### src/rtl/pipe_ctrl_unit.sv
// Pipelined control: decode in ID, control bits carried through ID/EX, EX/MEM, MEM/WB (ex +1, mem +2, wb +3 cycles).
// Backpressure: freeze holds every stage; load-use hazard_stall holds PC/IF-ID and bubbles ID/EX.
module pipe_ctrl_unit #(
    parameter int OPW     = 4,
    parameter int RAW     = 3,
    parameter int ALUOPW  = 2,
    parameter int ZERO_HW = 1,
    parameter int CNTW    = 16
) (
    input  logic              clk,
    input  logic              rst,
    input  logic              freeze,
    input  logic              flush,
    input  logic              id_valid,
    input  logic [OPW-1:0]    id_opcode,
    input  logic [RAW-1:0]    id_rs,
    input  logic [RAW-1:0]    id_rt,
    input  logic [RAW-1:0]    id_dst,
    output logic              hazard_stall,
    output logic              ex_valid,
    output logic              ex_alu_src,
    output logic [ALUOPW-1:0] ex_alu_op,
    output logic              ex_illegal,
    output logic              mem_mem_read,
    output logic              mem_mem_write,
    output logic              wb_mem_to_reg,
    output logic              wb_reg_write,
    output logic [RAW-1:0]    wb_dst,
    output logic [CNTW-1:0]   stall_cnt
);

    localparam logic [OPW-1:0] OP_ADD   = OPW'(4'b0000);
    localparam logic [OPW-1:0] OP_NANDI = OPW'(4'b0001);
    localparam logic [OPW-1:0] OP_SUB   = OPW'(4'b0011);
    localparam logic [OPW-1:0] OP_LW    = OPW'(4'b0111);
    localparam logic [OPW-1:0] OP_SW    = OPW'(4'b0110);
    localparam logic [OPW-1:0] OP_NOR   = OPW'(4'b1111);

    localparam logic [ALUOPW-1:0] ALU_ADD  = ALUOPW'(2'b00);
    localparam logic [ALUOPW-1:0] ALU_SUB  = ALUOPW'(2'b01);
    localparam logic [ALUOPW-1:0] ALU_NAND = ALUOPW'(2'b10);
    localparam logic [ALUOPW-1:0] ALU_NOR  = ALUOPW'(2'b11);

    typedef struct packed {
        logic              valid;
        logic              alu_src;
        logic [ALUOPW-1:0] alu_op;
        logic              illegal;
        logic              mem_read;
        logic              mem_write;
        logic              mem_to_reg;
        logic              reg_write;
        logic [RAW-1:0]    dst;
    } ex_ctrl_t;

    typedef struct packed {
        logic           mem_read;
        logic           mem_write;
        logic           mem_to_reg;
        logic           reg_write;
        logic [RAW-1:0] dst;
    } mem_ctrl_t;

    typedef struct packed {
        logic           mem_to_reg;
        logic           reg_write;
        logic [RAW-1:0] dst;
    } wb_ctrl_t;

    ex_ctrl_t  dec;
    ex_ctrl_t  ex_q;
    mem_ctrl_t mem_q;
    wb_ctrl_t  wb_q;
    logic      uses_rt;
    logic      undefined;
    logic      ex_dst_live;

    always_comb begin
        dec       = '0;
        uses_rt   = 1'b0;
        undefined = 1'b0;
        case (id_opcode)
            OP_ADD: begin
                dec.alu_op    = ALU_ADD;
                dec.reg_write = 1'b1;
                uses_rt       = 1'b1;
            end
            OP_NANDI: begin
                dec.alu_src   = 1'b1;
                dec.alu_op    = ALU_NAND;
                dec.reg_write = 1'b1;
            end
            OP_SUB: begin
                dec.alu_op    = ALU_SUB;
                dec.reg_write = 1'b1;
                uses_rt       = 1'b1;
            end
            OP_LW: begin
                dec.alu_src    = 1'b1;
                dec.alu_op     = ALU_ADD;
                dec.mem_read   = 1'b1;
                dec.mem_to_reg = 1'b1;
                dec.reg_write  = 1'b1;
            end
            OP_SW: begin
                dec.alu_src   = 1'b1;
                dec.alu_op    = ALU_ADD;
                dec.mem_write = 1'b1;
                uses_rt       = 1'b1;
            end
            OP_NOR: begin
                dec.alu_op    = ALU_NOR;
                dec.reg_write = 1'b1;
                uses_rt       = 1'b1;
            end
            default: undefined = 1'b1;
        endcase
        if ((ZERO_HW != 0) && (id_dst == '0)) begin
            dec.reg_write = 1'b0;
        end
        dec.dst   = id_dst;
        dec.valid = 1'b1;
        // Undefined opcodes travel as a bubble that only carries the illegal flag.
        if (!id_valid || undefined) begin
            dec = '0;
        end
        dec.illegal = id_valid & undefined;
    end

    assign ex_dst_live  = (ZERO_HW == 0) || (ex_q.dst != '0);
    assign hazard_stall = id_valid & ex_q.valid & ex_q.mem_read & ex_dst_live &
                          ((ex_q.dst == id_rs) | (uses_rt & (ex_q.dst == id_rt)));

    always_ff @(posedge clk or posedge rst) begin
        if (rst) begin
            ex_q      <= '0;
            mem_q     <= '0;
            wb_q      <= '0;
            stall_cnt <= '0;
        end else if (!freeze) begin
            ex_q            <= (flush | hazard_stall) ? '0 : dec;
            mem_q.mem_read   <= ex_q.mem_read;
            mem_q.mem_write  <= ex_q.mem_write;
            mem_q.mem_to_reg <= ex_q.mem_to_reg;
            mem_q.reg_write  <= ex_q.reg_write;
            mem_q.dst        <= ex_q.dst;
            wb_q.mem_to_reg  <= mem_q.mem_to_reg;
            wb_q.reg_write   <= mem_q.reg_write;
            wb_q.dst         <= mem_q.dst;
            if (hazard_stall && (stall_cnt != '1)) begin
                stall_cnt <= stall_cnt + CNTW'(1);
            end
        end
    end

    assign ex_valid      = ex_q.valid;
    assign ex_alu_src    = ex_q.alu_src;
    assign ex_alu_op     = ex_q.alu_op;
    assign ex_illegal    = ex_q.illegal;
    assign mem_mem_read  = mem_q.mem_read;
    assign mem_mem_write = mem_q.mem_write;
    assign wb_mem_to_reg = wb_q.mem_to_reg;
    assign wb_reg_write  = wb_q.reg_write;
    assign wb_dst        = wb_q.dst;

endmodule

### config.mk
export PLATFORM = sky130hd
export DESIGN_NAME = pipe_ctrl_unit
export DESIGN_NICKNAME = d
export VERILOG_FILES = /design/src/rtl/pipe_ctrl_unit.sv
export SDC_FILE = /design/constraint.sdc
export NUM_CORES = 1
export LEC_CHECK = 0
export ABC_AREA = 0
export BUFFER_PORTS_ARGS = -buffer_cell sky130_fd_sc_hd__buf_2
export CAP_MARGIN = 20
export CORE_MARGIN = 3
export CORE_UTILIZATION = 53
export DETAILED_ROUTE_END_ITERATION = 7
export PLACE_DENSITY = 0.79
export SLEW_MARGIN = 10
export SYNTH_ARGS = -nofsm -noshare
export SYNTH_HDL_FRONTEND = slang
export SYNTH_SLANG_ARGS = --single-unit
### constraint.sdc
create_clock -name clk -period 2.4 [get_ports clk]
set_input_delay 0.48 -clock clk [delete_from_list [all_inputs] [get_ports clk]]
set_output_delay 0.48 -clock clk [all_outputs]
set_load 0.01 [all_outputs]
Word-level counts from Yosys, hierarchy flattened --
Cells that the tools add are included.
Cells by class: $add $sub $neg 1, equal/unequal tests 8, mux-type cells 10, bitwise operators 9, reduce and logical (&&, ||, !) cells 11
Operator list (count):
- two-way mux 12 bit | 2
- adder 16 x 1 -> 16 bit, second input constant | 1
- inequality test 16 bit, second input constant | 1
- == test 4 x 3 -> 1 bit, second input constant | 2
- two-way mux 1 bit | 7
- bitwise AND 1 bit | 6
- == test 3 bit | 2
- case mux 2 bit (3 select lines) | 1
- OR reduction 6 bit | 1
- OR reduction 5 bit | 1
- == test 4 x 1 -> 1 bit, second input constant | 1
- == test 4 x 2 -> 1 bit, second input constant | 1
- == test 4 bit, second input constant | 1
- zero test 4 bit | 1
- OR reduction 4 bit | 1
- zero test 3 bit | 1
- nonzero test 3 bit | 1
- OR reduction 3 bit | 1
- OR 1 bit | 2
- AND reduction 2 bit | 1
- logical AND 1 bit | 1
- zero test 1 bit | 1
- logical OR 1 bit | 1
- inverter 1 bit | 1
Word-level totals: register bits after elaboration 40, input port bits 18, output and inout bits 29, logic and storage cells 57

Logic depth before layout (Yosys ltp) --
depth after elaboration 8, gate-level depth with buffers 7, mapped depth without buffers 6

Worst setup path after synthesis --
OpenSTA, ideal clock, no wires.
kind input-to-output, from input id_opcode[0], to output hazard_stall, arrival time 1.582 ns, path slack 0.338 ns, stages on the path 5, path buffers 1, cells stage by stage buf_2 -> and4bb_1 -> a311o_2 -> a41oi_4 -> nor2_2
Between the ends: longest elaborated chain between the ends 6, elaborated cells between the ends (all ways) 9, those cells by class eq/ne: 3; mux: 1; bitwise: 3; reduce/logical: 2
RTL lines:
- from (decl) | RTL line 15 | input logic [OPW-1:0] id_opcode,
- == test 4 x 3 -> 1 bit (tied with other cells) | RTL line 82 | case (id_opcode)
- OR reduction 4 bit (no source line) (*)
- two-way mux 1 bit (*) | RTL line 82
- bitwise AND 1 bit (*) | RTL line 132 | ((ex_q.dst == id_rs) | (uses_rt & (ex_q.dst == id_rt)));
- OR 1 bit (*) | RTL line 132
- bitwise AND 1 bit (*) | RTL line 131 | assign hazard_stall = id_valid & ex_q.valid & ex_q.mem_read & ex_dst_live &
- to (decl) | RTL line 19 | output logic hazard_stall,
Every way passes the cells marked *; elsewhere a longest branch is shown, timed or not.

Worst setup path after layout --
from input id_opcode[3], to output hazard_stall
Same word-level chain as after synthesis.

==> flow_metrics.tcl <==
set metrics [dict create \
    crit_arrival_ns 1.78 \
    final_common_cell "buf_2" \
    overflow 0 \
    dp.cells 257 \
    start_util_pct 57.25 \
    place_hpwl_mm 3.092 \
    hold_class "input port to async pin" \
    required_ns 1.92 \
    drt-vias-per-instance 5.750 \
    fin_tns_setup_ns 0 \
    cts_setup_buffers 0 \
    final_cell_mix "buf_2, dfrtp_1, xor2_1" \
    status "complete, no violations" \
    drive_above_1_share_pct 37.16 \
    yosys_warnings 0 \
    cp-end-kind "output pin" \
    skew_ns 0.006503 \
    period_needed_ns 2.264 \
    synth_seq_area_share_pct 47.53 \
    nNetsFinal 237 \
    preCtsSetupSlack_ns 0.1158 \
    dieWidth_um 67.44 \
    syn2layout_area_growth_pct 16.64 \
    num_rows 21 \
    setup_violations 0 \
    ioPinCount 47 \
    slew_headroom_pct 65.20 \
    clock_latency_ns 0.28 \
    antenna_found_initial 0 \
    grt_pass1_wl_mm 6.941 \
    worst_pin_slew_ns 0.5201 \
    grt_usage_pct 20.55 \
    htreeDepth 2 \
    rrSetupSlack_ns 0.36 \
    post_layout_nonfiller_instances 264 \
    top_regs "stall_cnt x16, ex_q x6, mem_q x4" \
    avgRoutedWirePerCell_um 15.85 \
    async_reset_ff_share_pct 100.0 \
    core_um2 3495 \
    ys_types 44 \
    clock.fmax_mhz 441.8 \
    p_leak_nw 1.206 \
    syn_avg_cell_area_um2 11.56 \
    crit_path_max_fanout 10 \
    cts_tree "yes" \
    path_cells "buf_2 > and4bb_1 > a311o_2 > a41oi_4 > nor2_2 > buf_2" \
    drtIter0Drc 93 \
    gp_congestion 0.8276 \
    setup_ws_ns 0.1364 \
    r2r_cells 7 \
    vdd_drop_max_mv 0.3862 \
    r2r-end "stall_cnt[15]" \
    clk_pin_slew_ns 0.07 \
    syn_inst 173 \
    setup.worst_path.start "id_opcode[3]" \
    die-area_um2 4548 \
    antenna_cells 0 \
    vias 1518 \
    maxCapViolations 0 \
    drc 0 \
    rsz0062_at_grt "false" \
    grt_max_degree 39 \
    cts_made_buffers 5 \
    slew_violations 0 \
    ys_ff_latch 38 \
    numClockSinks 38 \
    largest_register_ffs 16 \
    slowest_delay_ns 0.35 \
    cts_hold_buf 0 \
    cts_resized 0 \
    portBuffers 46 \
    detail-route-antenna-nets 0 \
    top_register "stall_cnt" \
    cp-endpoint "hazard_stall" \
    hold_violations 0 \
    synth_fp_nets 192 \
    start_kind "input port" \
    critPathKind "input port to output pin" \
    grt_pass1_vias 1444 \
    cp_slowest_cell "a311o_2" \
    synth-edff-count 0 \
    reg2reg_from "ex_q[1]" \
    totalWireLength_mm 4.184 \
    clock_path_buffers 2 \
    critPathMostFrequentCell "buf_2" \
    cts_root_buf "clkbuf_8" \
    p_per_area_nw_per_um2 505.5 \
    drt_pass1_iterations 4 \
    finalCritPeriodShare_pct 94.31 \
    synth_area_um2 2001 \
    ys.flop_type "dfrtp_1" \
    die_h_um 67.44 \
]
[worst min-delay path by stage]
stage	to	from	cells after the start	slack, ns
final	stall_cnt[12]	rst	3	0.31
after global routing	wb_dst[2]	rst	3	0.35
after CTS	stall_cnt[5]	rst	3	0.32
after detailed placement	stall_cnt[9]	stall_cnt[9]	1	0.47
after global placement	stall_cnt[9]	stall_cnt[9]	1	0.47
after floorplan	ex_alu_op[0]	ex_alu_op[0]	1	0.46
[power by group]
part,total (W),switching [W],internal (W)
combinational,0.000128,0.0000736,0.0000539
sequential,0.000660,0.00000793,0.000652
clock,0.000392,0.000192,0.000200
total,0.00118,0.000274,0.000906
[cell families (layout without fill, tap and decap cells)]
| logic type | after synthesis | count (layout) | synth area share (%) |
|---|---|---|---|
| compound gates | 19 | 19 | 9.069 |
| flops | 38 | 38 | 47.53 |
| buf+inv | 16 | 61 | 4.627 |
| xor+xnor | 21 | 21 | 9.193 |
| fa+ha+maj | 1 | 1 | 0.6253 |
| mux | 13 | 13 | 7.317 |
| simple gates | 65 | 65 | 21.64 |
[critical path, delay by kind of cell]
family                 cells  cell delay, ns
and+or+nand+nor            2            0.33
AOI/OAI and AO/OA          2            0.64
buffers and inverters      2            0.33
[metal layers]
| metal | wire length (um) | vias to the layer above | global-route usage [%] |
|---|---|---|---|
| met1 | 1833 | 736 | 27.93 |
| li1 | - | 720 | - |
| met4 | 43 | 0 | 7.848 |
| met3 | 248 | 5 | 4.493 |
| met2 | 2059 | 57 | 32.15 |
| met5 | 0 | - | 0 |
[area by class of cell]
cell class,instances,area (um^2)
fillers,282,1161
multi-input cells,119,957.2
flip-flops and latches,38,950.9
repair buffers,51,280.3
clock buffers,7,76.32
well taps,46,57.56
inverters,3,11.26
[Yosys cell counts (2+ instances only)]
| library cell | n | area (um^2) |
|---|---|---|
| nand2b_1 | 2 | 12.51 |
| xor2_1 | 17 | 148.9 |
| inv_1 | 3 | 11.26 |
| a22o_1 | 6 | 52.55 |
| buf_6 | 2 | 22.52 |
| clkbuf_1 | 4 | 15.01 |
| buf_4 | 4 | 30.03 |
| nor3_1 | 6 | 30.03 |
| mux2_2 | 11 | 123.9 |
| nor4_1 | 6 | 37.54 |
| a32o_1 | 3 | 30.03 |
| nor2_1 | 7 | 26.28 |
| nand2_1 | 8 | 30.03 |
| and4_1 | 2 | 17.52 |
| nand4_1 | 4 | 25.02 |
| and2_1 | 3 | 18.77 |
| a21oi_1 | 2 | 10.01 |
| mux2_1 | 2 | 22.52 |
| nand3_1 | 7 | 35.03 |
| nor3b_1 | 2 | 15.01 |
| nor4_2 | 8 | 100.1 |
| xnor2_1 | 4 | 35.03 |
| buf_2 | 2 | 10.01 |
| dfrtp_1 | 38 | 950.9 |
[through the flow]
| stage | hold WS [ns] | util (%) | total power, W | cell area (um^2) |
|---|---|---|---|---|
| after floorplan | 0.4645 | - | 0.0007575 | 2001 |
| after global placement | 0.4699 | 64.59 | 0.0007947 | 2257 |
| after detailed placement | 0.4693 | 64.59 | 0.0008003 | 2257 |
| after CTS | 0.3156 | 66.77 | 0.001193 | 2333 |
| after global routing | 0.3487 | 66.77 | 0.001240 | 2333 |
| final | 0.3065 | 66.77 | 0.001180 | 2333 |
Power figures use the tool's default switching activity.
